`src/rtl/marker_decoder.sv`:
```
// Marker/command word decoder for a 16-bit K-coded link.
// It decodes single and multi-word markers into one-cycle pulses and keeps good-marker and error statistics.
`timescale 1ns/1ps
module marker_decoder #(
  parameter int WAIT_TIMEOUT = 16
) (
  input  logic        HCLK,
  input  logic        HRESETN,
  input  logic [15:0] RX_DATA,
  input  logic [1:0]  RX_KCHAR,
  input  logic        RX_VALID,
  input  logic        CNT_CLR,
  output logic        CLK_MARKER,
  output logic        EVT_MARKER,
  output logic        LOOPBACK,
  output logic        DIAG,
  output logic        DCS_TIMEOUT,
  output logic        RETRANS,
  output logic        DCS_REQ,
  output logic        UNUSED_CMD,
  output logic [3:0]  RETRANS_SEQ,
  output logic [31:0] MARKER_CNT,
  output logic [15:0] ERR_CNT,
  output logic [2:0]  ERR_CODE,
  output logic        ERR_PULSE
);

  localparam int TMO_W = (WAIT_TIMEOUT > 1) ? $clog2(WAIT_TIMEOUT) : 1;
  localparam logic [TMO_W-1:0] TMO_LAST = TMO_W'(WAIT_TIMEOUT - 1);

  localparam logic [2:0] ERR_SEQ      = 3'd1;
  localparam logic [2:0] ERR_RET_DATA = 3'd2;
  localparam logic [2:0] ERR_ORPHAN   = 3'd3;
  localparam logic [2:0] ERR_ILLEGAL  = 3'd4;
  localparam logic [2:0] ERR_TIMEOUT  = 3'd5;
  localparam logic [2:0] ERR_KCHAR    = 3'd6;

  typedef enum logic [2:0] {
    IDLE     = 3'd0,
    CLK_WAIT = 3'd1,
    EVT_WAIT = 3'd2,
    RET_KN   = 3'd3,
    RET_SEQ  = 3'd4
  } state_t;

  // Pulse vector order: clk, evt, loopback, diag, dcs_timeout, retrans, dcs_req, unused_cmd
  state_t           state_r, state_nxt_s;
  logic [TMO_W-1:0] tmo_r, tmo_nxt_s;
  logic [7:0]       pulse_r, pulse_nxt_s;
  logic             err_s;
  logic [2:0]       err_code_s;
  logic             mark_inc_s;
  logic             seq_ld_s;

  function automatic logic is_bad_k(input logic [1:0] k, input logic [15:0] d);
    return (k == 2'b01) || ((k == 2'b11) && (d != 16'hBC3C));
  endfunction

  function automatic logic nibbles_equal(input logic [15:0] d);
    return (d[15:12] == d[11:8]) && (d[11:8] == d[7:4]) && (d[7:4] == d[3:0]);
  endfunction

  // Next-state, decode-event and timeout computation for the current word.
  always_comb begin
    state_nxt_s = state_r;
    tmo_nxt_s   = tmo_r;
    pulse_nxt_s = 8'h00;
    err_s       = 1'b0;
    err_code_s  = 3'd0;
    mark_inc_s  = 1'b0;
    seq_ld_s    = 1'b0;
    if (RX_VALID) begin
      tmo_nxt_s = '0;
      if (is_bad_k(RX_KCHAR, RX_DATA)) begin
        err_s       = 1'b1;
        err_code_s  = ERR_KCHAR;
        state_nxt_s = IDLE;
      end else begin
        case (state_r)
          IDLE: begin
            if (RX_KCHAR == 2'b10) begin
              if (RX_DATA[15:8] != 8'h1C) begin
                err_s      = 1'b1;
                err_code_s = ERR_ILLEGAL;
              end else begin
                case (RX_DATA[7:0])
                  8'h11: state_nxt_s = CLK_WAIT;
                  8'h10: state_nxt_s = EVT_WAIT;
                  8'h15: state_nxt_s = RET_KN;
                  8'h12: begin pulse_nxt_s[2] = 1'b1; mark_inc_s = 1'b1; end
                  8'h13: begin pulse_nxt_s[3] = 1'b1; mark_inc_s = 1'b1; end
                  8'h14: begin pulse_nxt_s[4] = 1'b1; mark_inc_s = 1'b1; end
                  8'h00: pulse_nxt_s[6] = 1'b1;
                  8'hEE, 8'hEF, 8'hEA, 8'hED: begin
                    err_s      = 1'b1;
                    err_code_s = ERR_ORPHAN;
                  end
                  default: pulse_nxt_s[7] = 1'b1;
                endcase
              end
            end else begin
              state_nxt_s = IDLE;
            end
          end
          CLK_WAIT: begin
            state_nxt_s = IDLE;
            if ((RX_KCHAR == 2'b10) && (RX_DATA == 16'h1CEE)) begin
              pulse_nxt_s[0] = 1'b1;
              mark_inc_s     = 1'b1;
            end else begin
              err_s      = 1'b1;
              err_code_s = ERR_SEQ;
            end
          end
          EVT_WAIT: begin
            state_nxt_s = IDLE;
            if ((RX_KCHAR == 2'b10) && (RX_DATA == 16'h1CEF)) begin
              pulse_nxt_s[1] = 1'b1;
              mark_inc_s     = 1'b1;
            end else begin
              err_s      = 1'b1;
              err_code_s = ERR_SEQ;
            end
          end
          RET_KN: begin
            if ((RX_KCHAR == 2'b10) && (RX_DATA == 16'h1CEA)) begin
              state_nxt_s = RET_SEQ;
            end else begin
              state_nxt_s = IDLE;
              err_s       = 1'b1;
              err_code_s  = ERR_SEQ;
            end
          end
          RET_SEQ: begin
            state_nxt_s = IDLE;
            if ((RX_KCHAR == 2'b00) && nibbles_equal(RX_DATA)) begin
              pulse_nxt_s[5] = 1'b1;
              mark_inc_s     = 1'b1;
              seq_ld_s       = 1'b1;
            end else begin
              err_s      = 1'b1;
              err_code_s = ERR_RET_DATA;
            end
          end
          default: state_nxt_s = IDLE;
        endcase
      end
    end else if (state_r != IDLE) begin
      if (tmo_r == TMO_LAST) begin
        err_s       = 1'b1;
        err_code_s  = ERR_TIMEOUT;
        state_nxt_s = IDLE;
        tmo_nxt_s   = '0;
      end else begin
        tmo_nxt_s = tmo_r + TMO_W'(1);
      end
    end else begin
      tmo_nxt_s = '0;
    end
  end

  // State, pulse and statistics registers; CNT_CLR overrides any same-cycle update.
  always_ff @(posedge HCLK or negedge HRESETN) begin
    if (!HRESETN) begin
      state_r     <= IDLE;
      tmo_r       <= '0;
      pulse_r     <= 8'h00;
      ERR_PULSE   <= 1'b0;
      RETRANS_SEQ <= 4'd0;
      MARKER_CNT  <= 32'd0;
      ERR_CNT     <= 16'd0;
      ERR_CODE    <= 3'd0;
    end else begin
      state_r   <= state_nxt_s;
      tmo_r     <= tmo_nxt_s;
      pulse_r   <= pulse_nxt_s;
      ERR_PULSE <= err_s;
      if (seq_ld_s) begin
        RETRANS_SEQ <= RX_DATA[3:0];
      end
      if (CNT_CLR) begin
        MARKER_CNT <= 32'd0;
        ERR_CNT    <= 16'd0;
        ERR_CODE   <= 3'd0;
      end else begin
        if (mark_inc_s) begin
          MARKER_CNT <= MARKER_CNT + 32'd1;
        end
        if (err_s) begin
          ERR_CODE <= err_code_s;
          if (ERR_CNT != 16'hFFFF) begin
            ERR_CNT <= ERR_CNT + 16'd1;
          end
        end
      end
    end
  end

  assign CLK_MARKER  = pulse_r[0];
  assign EVT_MARKER  = pulse_r[1];
  assign LOOPBACK    = pulse_r[2];
  assign DIAG        = pulse_r[3];
  assign DCS_TIMEOUT = pulse_r[4];
  assign RETRANS     = pulse_r[5];
  assign DCS_REQ     = pulse_r[6];
  assign UNUSED_CMD  = pulse_r[7];

endmodule

```
`config.mk`:
```
export PLATFORM = sky130hd
export DESIGN_NAME = marker_decoder
export DESIGN_NICKNAME = d
export VERILOG_FILES = /design/src/rtl/marker_decoder.sv
export SDC_FILE = /design/constraint.sdc
export NUM_CORES = 1
export LEC_CHECK = 0
export CORE_ASPECT_RATIO = 1.4
export CORE_UTILIZATION = 55
export CTS_CLUSTER_DIAMETER = 120
export CTS_CLUSTER_SIZE = 12
export DETAILED_ROUTE_END_ITERATION = 6
export GPL_TIMING_DRIVEN = 0
export PLACE_DENSITY_LB_ADDON = 0.3
export SETUP_SLACK_MARGIN = 0.5
export SYNTH_ARGS = -nofsm -noshare
export SYNTH_HDL_FRONTEND = slang
export SYNTH_SLANG_ARGS = --single-unit
```
`constraint.sdc`:
```
create_clock -name HCLK -period 4.2 [get_ports HCLK]
set_input_delay 0.84 -clock HCLK [delete_from_list [all_inputs] [get_ports HCLK]]
set_output_delay 0.84 -clock HCLK [all_outputs]
set_load 0.02 [all_outputs]
```
==> results of run 1 <==
-- critical path, cell delays in order --
cell and delay, ps:
clkdlybuf4s50_1 460, nor4b_1 520, nand4b_1 220, nor4_1 360, o31ai_1 190, o21ai_1 250, buf_2 240, buf_2 260
mux2i_1 220, nor2_1 50
-- synthesized netlist by cell type, types with 2 or more instances --
master     instances  area [um2]
nor3_1            11        55.1
and3_1             5        31.3
o2111ai_1          2        17.5
o21ai_1            2        10.0
clkbuf_1          12        45.0
or3_1             15        93.8
nor4_1            14        87.6
a21oi_1           23         115
nor3b_1            2        15.0
or4_1              5        37.5
nand4b_1           2        17.5
nor4b_1            4        35.0
nor2b_1            5        31.3
buf_4              2        15.0
a211oi_1           2        15.0
nand3_1           18        90.1
nand2b_1           5        31.3
xnor2_1           29         254
inv_1             15        56.3
nor4_2            14         175
o21ai_0           19        95.1
mux2_1             2        22.5
nand4_1           14        87.6
and4_1             6        52.6
mux2_2             3        33.8
ha_1               3        37.5
buf_2             11        55.1
and2_1             2        12.5
dfrtp_1           71        1780
nand2_1           33         124
o31ai_1            9        67.6
nor2_1            53         199
-- how the worst max path moves through the flow --
stage	startpoint	cells after the start	slack [ps]	to
after global placement	HRESETN	1	-70	RETRANS_SEQ[2]
after CTS	RX_DATA[13]	10	830	ERR_CNT[1]
after detailed placement	RX_DATA[13]	10	470	ERR_CNT[1]
after floorplan	RX_DATA[4]	8	1360	MARKER_CNT[17]
after global routing	RX_DATA[13]	10	560	ERR_CNT[1]
final	RX_DATA[13]	10	800	ERR_CNT[1]
-- logic make-up after synthesis --
family / Yosys count / synth area share, %
fa+ha+maj: 3 / 0.926
xor+xnor: 30 / 6.48
simple gates: 218 / 32.0
compound gates: 70 / 10.9
flops: 71 / 43.8
buf+inv: 40 / 4.23
mux: 6 / 1.64
-- flip-flops by register name (all words and copies together), names as in the netlist --
name / flops
MARKER_CNT: 32
ERR_CNT: 16
pulse_r: 8
RETRANS_SEQ: 4
tmo_r: 4
ERR_CODE: 3
state_r: 3
ERR_PULSE: 1
-- cell type report --
cell class | instances | area, um2 | area share [%]
Clock buffer | 10 | 128 | 2.46
Clock inverter | 6 | 92.6 | 1.78
Tap cell | 95 | 119 | 2.29
Multi-Input combinational cell | 327 | 2100 | 40.5
Buffer | 25 | 115 | 2.22
Inverter | 15 | 56.3 | 1.08
Sequential cell | 71 | 1780 | 34.2
Timing Repair Buffer | 80 | 798 | 15.4
-- through the flow --
step	instances	power, uW	instance area [um2]	setup slack [ps]	utilization [%]
2_1_floorplan	438	768	4050	1360	-
3_3_place_gp	613	827	4970	-68.9	70.8
3_5_place_dp	613	829	4970	466	70.7
4_1_cts	629	1440	5190	833	73.9
5_1_grt	629	1480	5190	565	73.9
6_report	629	1440	5190	801	73.9
-- per-layer routing --
layer  up-vias  track usage, %
li1       1767               -
met3        22            3.40
met1      1817            32.4
met5         -               0
met4         0            12.3
met2       117            44.8
-- power groups by stage --
| stage | combinational [uW] | clock (uW) | sequential [uW] |
|---|---|---|---|
| floorplan | 55.8 | 0 | 712 |
| global placement | 120 | 0 | 707 |
| detailed placement | 122 | 0 | 707 |
| CTS | 123 | 625 | 693 |
| global route | 135 | 650 | 694 |
| finish | 122 | 620 | 693 |
==> impl_metrics.ini, run 1 <==
[worst_setup_path]
reg2regPathDepth = 8
cp-end-kind = flop
required_ps = 4430
cp-start-kind = primary input
r2r_setup_slack_ps = 1510
arrival_ps = 3620
critPathMaxFanout = 10
reg2reg_to = MARKER_CNT[30]
worstSetupPathType = primary input to flop
reg2reg_from = MARKER_CNT[3]

[placed_design]
hpwl_mm = 6.99
io_buffer_count = 80
gp_congestion = 0.854

[routing]
num_vias = 3723
ant_nets = 0
wl_per_cell_um = 15.5
drc = 0
route.met2.wl_mm = 5.18
top_layer = met4
drt-vias-per-instance = 5.92
met3_length_um = 360
wl_met1_mm = 3.98
dr.pass1.iters = 5
first_iter_violations = 212
drt-total-wl_mm = 9.76

[grt]
grt_max_degree = 72
track_usage_pct = 26.5
antenna_found_initial = 0
grt_pass1_vias = 3565
grt_overflow_total = 0
grt_pass1_wl_mm = 16.1

[synthesis]
syn_inst = 438
yosys_most_used_dff = dfrtp_1
synth_warnings = 0
synth_fp_nets = 463
syn_avg_cell_area_um2 = 9.25
synthArstFlopShare_pct = 100
ys_types = 57
synth_seq_area_share_pct = 43.8
netlist_area_um2 = 4050
synth_edf_count = 0
synth_seq_cells = 71

[clocking]
cts-root-buf = clkbuf_8
clockBufferDepth = 2
ctsResizeCount = 0
post_cts_buffers = 0
clk_pin_slew_ps = 80
holdBufCountCts = 0
insertion_delay_ps = 350
cts_buffers = 9
htreeDepth = 3
cts_tree = yes
numClockSinks = 71

[power_and_ir_drop]
switchingPower_uw = 365
internal-power_uw = 1070
pwr-share-seq_pct = 48.3
power_frac_comb_pct = 8.5
ir_drop_v = 0.000239
switching_share_pct = 25.4
p_leak_uw = 0.00193
powerDensity_nw_per_um2 = 277
p_clk_share_pct = 43.2

[hold_path]
hp-class = flop to flop
min_path_cells = 2
min_to = RETRANS_SEQ[0]
hp-start = RETRANS_SEQ[0]

[floorplan]
core_um2 = 7030
row_count = 36
die_h_um = 104
initial_core_util_pct = 57.7
die_w_um = 74.5
io_pins = 86
dieArea_um2 = 7720

[final_layout]
area.growth.synth_to_final_pct = 28.1
layout_commonest_cell = clkdlybuf4s50_1
final_nets = 554
mostFrequentLayoutCells = 79 x clkdlybuf4s50_1, 71 x dfrtp_1, 53 x nor2_1, 33 x nand2_1, 29 x xnor2_1
diodes = 0
fill_cells = 522
drive_gt1_share_pct = 10.7

[timing]
totalNegativeSetupSlack_ps = 0
rsz0062_at_grt = false
max_freq_mhz = 294
hold_viol = 0
finalSetupViolations = 0
drv_slew = 0
period_needed_ps = 3400
tightest_slew_ps = 884
hold-worst-slack_ps = 490
final.setup_skew_ps = 10.3
fin_crit_sh_pct = 80.9
maxSlewHeadroom_pct = 41.1

[status]
outcome = completed

[job]
drv_cap = 0
Power figures use the tool's default switching activity.
==> run 2, diff against run 1 <==
--- a/config.mk
+++ b/config.mk
@@ -6,7 +6,7 @@
 export NUM_CORES = 1
 export LEC_CHECK = 0
 export CORE_ASPECT_RATIO = 1.4
-export CORE_UTILIZATION = 55
+export CORE_UTILIZATION = 51
 export CTS_CLUSTER_DIAMETER = 120
 export CTS_CLUSTER_SIZE = 12
 export DETAILED_ROUTE_END_ITERATION = 6
==> constraint.sdc (replaced) <==
create_clock -name HCLK -period 3.5 [get_ports HCLK]
set_input_delay 0.7 -clock HCLK [delete_from_list [all_inputs] [get_ports HCLK]]
set_output_delay 0.7 -clock HCLK [all_outputs]
set_load 0.02 [all_outputs]
==> run 2 against run 1 <==
  * First-iteration DRC count is 16% lower
  * Worst hold slack got worse by 34 ps
  * Non-clock buffer count rose by 4
  * Register-to-register slack got worse by 780 ps
  * Design area increased by 2.5%
  * Via count increased by 1.3%
  * Total power grew 24%
  * Clock power up 28%
  * Core utilization shrank 4.8 points
  * Setup slack lost 230 ps
  * Die area rose by 7.7%
  * Largest power group unchanged
  * Highest routed layer unchanged
==> impl_metrics.ini, run 2 (synthesized netlist as in run 1, its figures left out) <==
[status]
outcome = completed

[grt]
antenna_found_initial = 0
grt_overflow_total = 0
grt_max_degree = 72
grt_pass1_vias = 3597
grt_pass1_wl_mm = 16.5
track_usage_pct = 25.3

[worst_setup_path]
critPathTopFamily = simple AND/OR/NAND/NOR gates
arrival_ps = 3200
crit_buf_inv = 2
worstSetupPathType = primary input to flop
critPathMaxFanout = 10
required_ps = 3780
cp-end-kind = flop
cp_slowest_stage_delay_ps = 520
crit_chain = clkdlybuf4s50_1 > and4bb_2 > nand4b_1 > nor4_1 > o31ai_1 > o21ai_1 > clkbuf_1 > or4_1 > a21oi_1
cp-start-kind = primary input
slowest_stage = clkdlybuf4s50_1

[floorplan]
io_pins = 86
core_um2 = 7700
die_h_um = 107
die_w_um = 77.3
initial_core_util_pct = 52.6
row_count = 38
dieArea_um2 = 8310

[clocking]
insertion_delay_ps = 350
numClockSinks = 71
holdBufCountCts = 0
cts_buffers = 9
cts-root-buf = clkbuf_8
cts_tree = yes
clk_pin_slew_ps = 70
htreeDepth = 3
clockBufferDepth = 2

[final_layout]
area.growth.synth_to_final_pct = 31.2
largestRegisters = MARKER_CNT (32), ERR_CNT (16), pulse_r (8)
regMostFlops = MARKER_CNT
largest_reg_flops = 32
drive_gt1_share_pct = 12.1
layout_commonest_cell = clkdlybuf4s50_1
diodes = 0
post-route-util_pct = 69.0
mostFrequentLayoutCells = 74 x clkdlybuf4s50_1, 71 x dfrtp_1, 53 x nor2_1, 33 x nand2_1, 29 x xnor2_1
fin_cells = 638
final_nets = 558

[timing]
hold_viol = 0
rsz0062_at_grt = true
fin_crit_sh_pct = 83.6
tightest_slew_ps = 892
hold-worst-slack_ps = 456
period_needed_ps = 2920
max_freq_mhz = 342
finalSetupViolations = 0
final.setup_skew_ps = 6.56
totalNegativeSetupSlack_ps = 0
drv_slew = 0
maxSlewHeadroom_pct = 40.5

[placed_design]
dpl.cell_count = 618
hpwl_mm = 7.35
io_buffer_count = 80
gp_congestion = 0.863

[routing]
drc = 0
num_vias = 3772
dr.pass1.iters = 4
wl_per_cell_um = 16.1
drt-vias-per-instance = 5.91
ant_nets = 0
drt-total-wl_mm = 10.3
first_iter_violations = 179

[power_and_ir_drop]
p_leak_uw = 0.00202
ir_drop_v = 0.000259
p_total_uw = 1780
powerDensity_nw_per_um2 = 335

[hold_path]
hp-class = primary input to async pin

[job]
drv_cap = 0
run 2: power breakdown:
group,switching (uW),internal (uW),total (uW)
logic,98.8,55.6,154
clock network,302,494,796
registers,5.64,827,832
run 2: final timing paths:
| path | from | endpoint | slack (ps) | depth (start not counted) |
|---|---|---|---|---|
| max | RX_DATA[9] | ERR_CNT[14] | 580 | 9 |
| min | HRESETN | MARKER_CNT[29] | 460 | 1 |
| max reg2reg | MARKER_CNT[3] | MARKER_CNT[22] | 730 | 8 |
| min reg2reg | RETRANS_SEQ[1] | RETRANS_SEQ[1] | 490 | 2 |
| max in group asynchronous | HRESETN | MARKER_CNT[27] | 2450 | 1 |
| min in group HCLK | RETRANS_SEQ[1] | RETRANS_SEQ[1] | 490 | 2 |
run 2: repair_timing:
item                                    4_1_cts  5_1_grt
setup buffers                                 1        3
endpoints found under the setup margin       14       36
pin swaps                                     1        5
endpoints found under the hold margin         0        0
gates resized for setup                       2       16
run 2: area by class of cell:
cell class	count	area, um2
Buffer	25	123
Tap cell	100	125
Sequential cell	71	1780
Multi-Input combinational cell	327	2160
Clock buffer	13	149
Clock inverter	3	90.1
Timing Repair Buffer	84	841
Inverter	15	56.3
Fill cell	629	2380
run 2: metrics by stage:
step / setup slack (ps) / cell area (um2)
after floorplan: 800 / 4050
after global placement: -654 / 4980
after detailed placement: -17.6 / 4980
after CTS: 481 / 5230
after global routing: 483 / 5320
final: 575 / 5320
run 2: metal layers:
metal  vias to the layer above  share of wire (%)  global-route usage [%]  wire, um
li1                       1777                  -                       -         -
met1                      1831                 38                    28.9      3930
met2                       144                 54                    45.3      5530
met3                        20                5.9                    5.08       606
met4                         0                2.0                    11.2       207
met5                         -                  0                       0         0
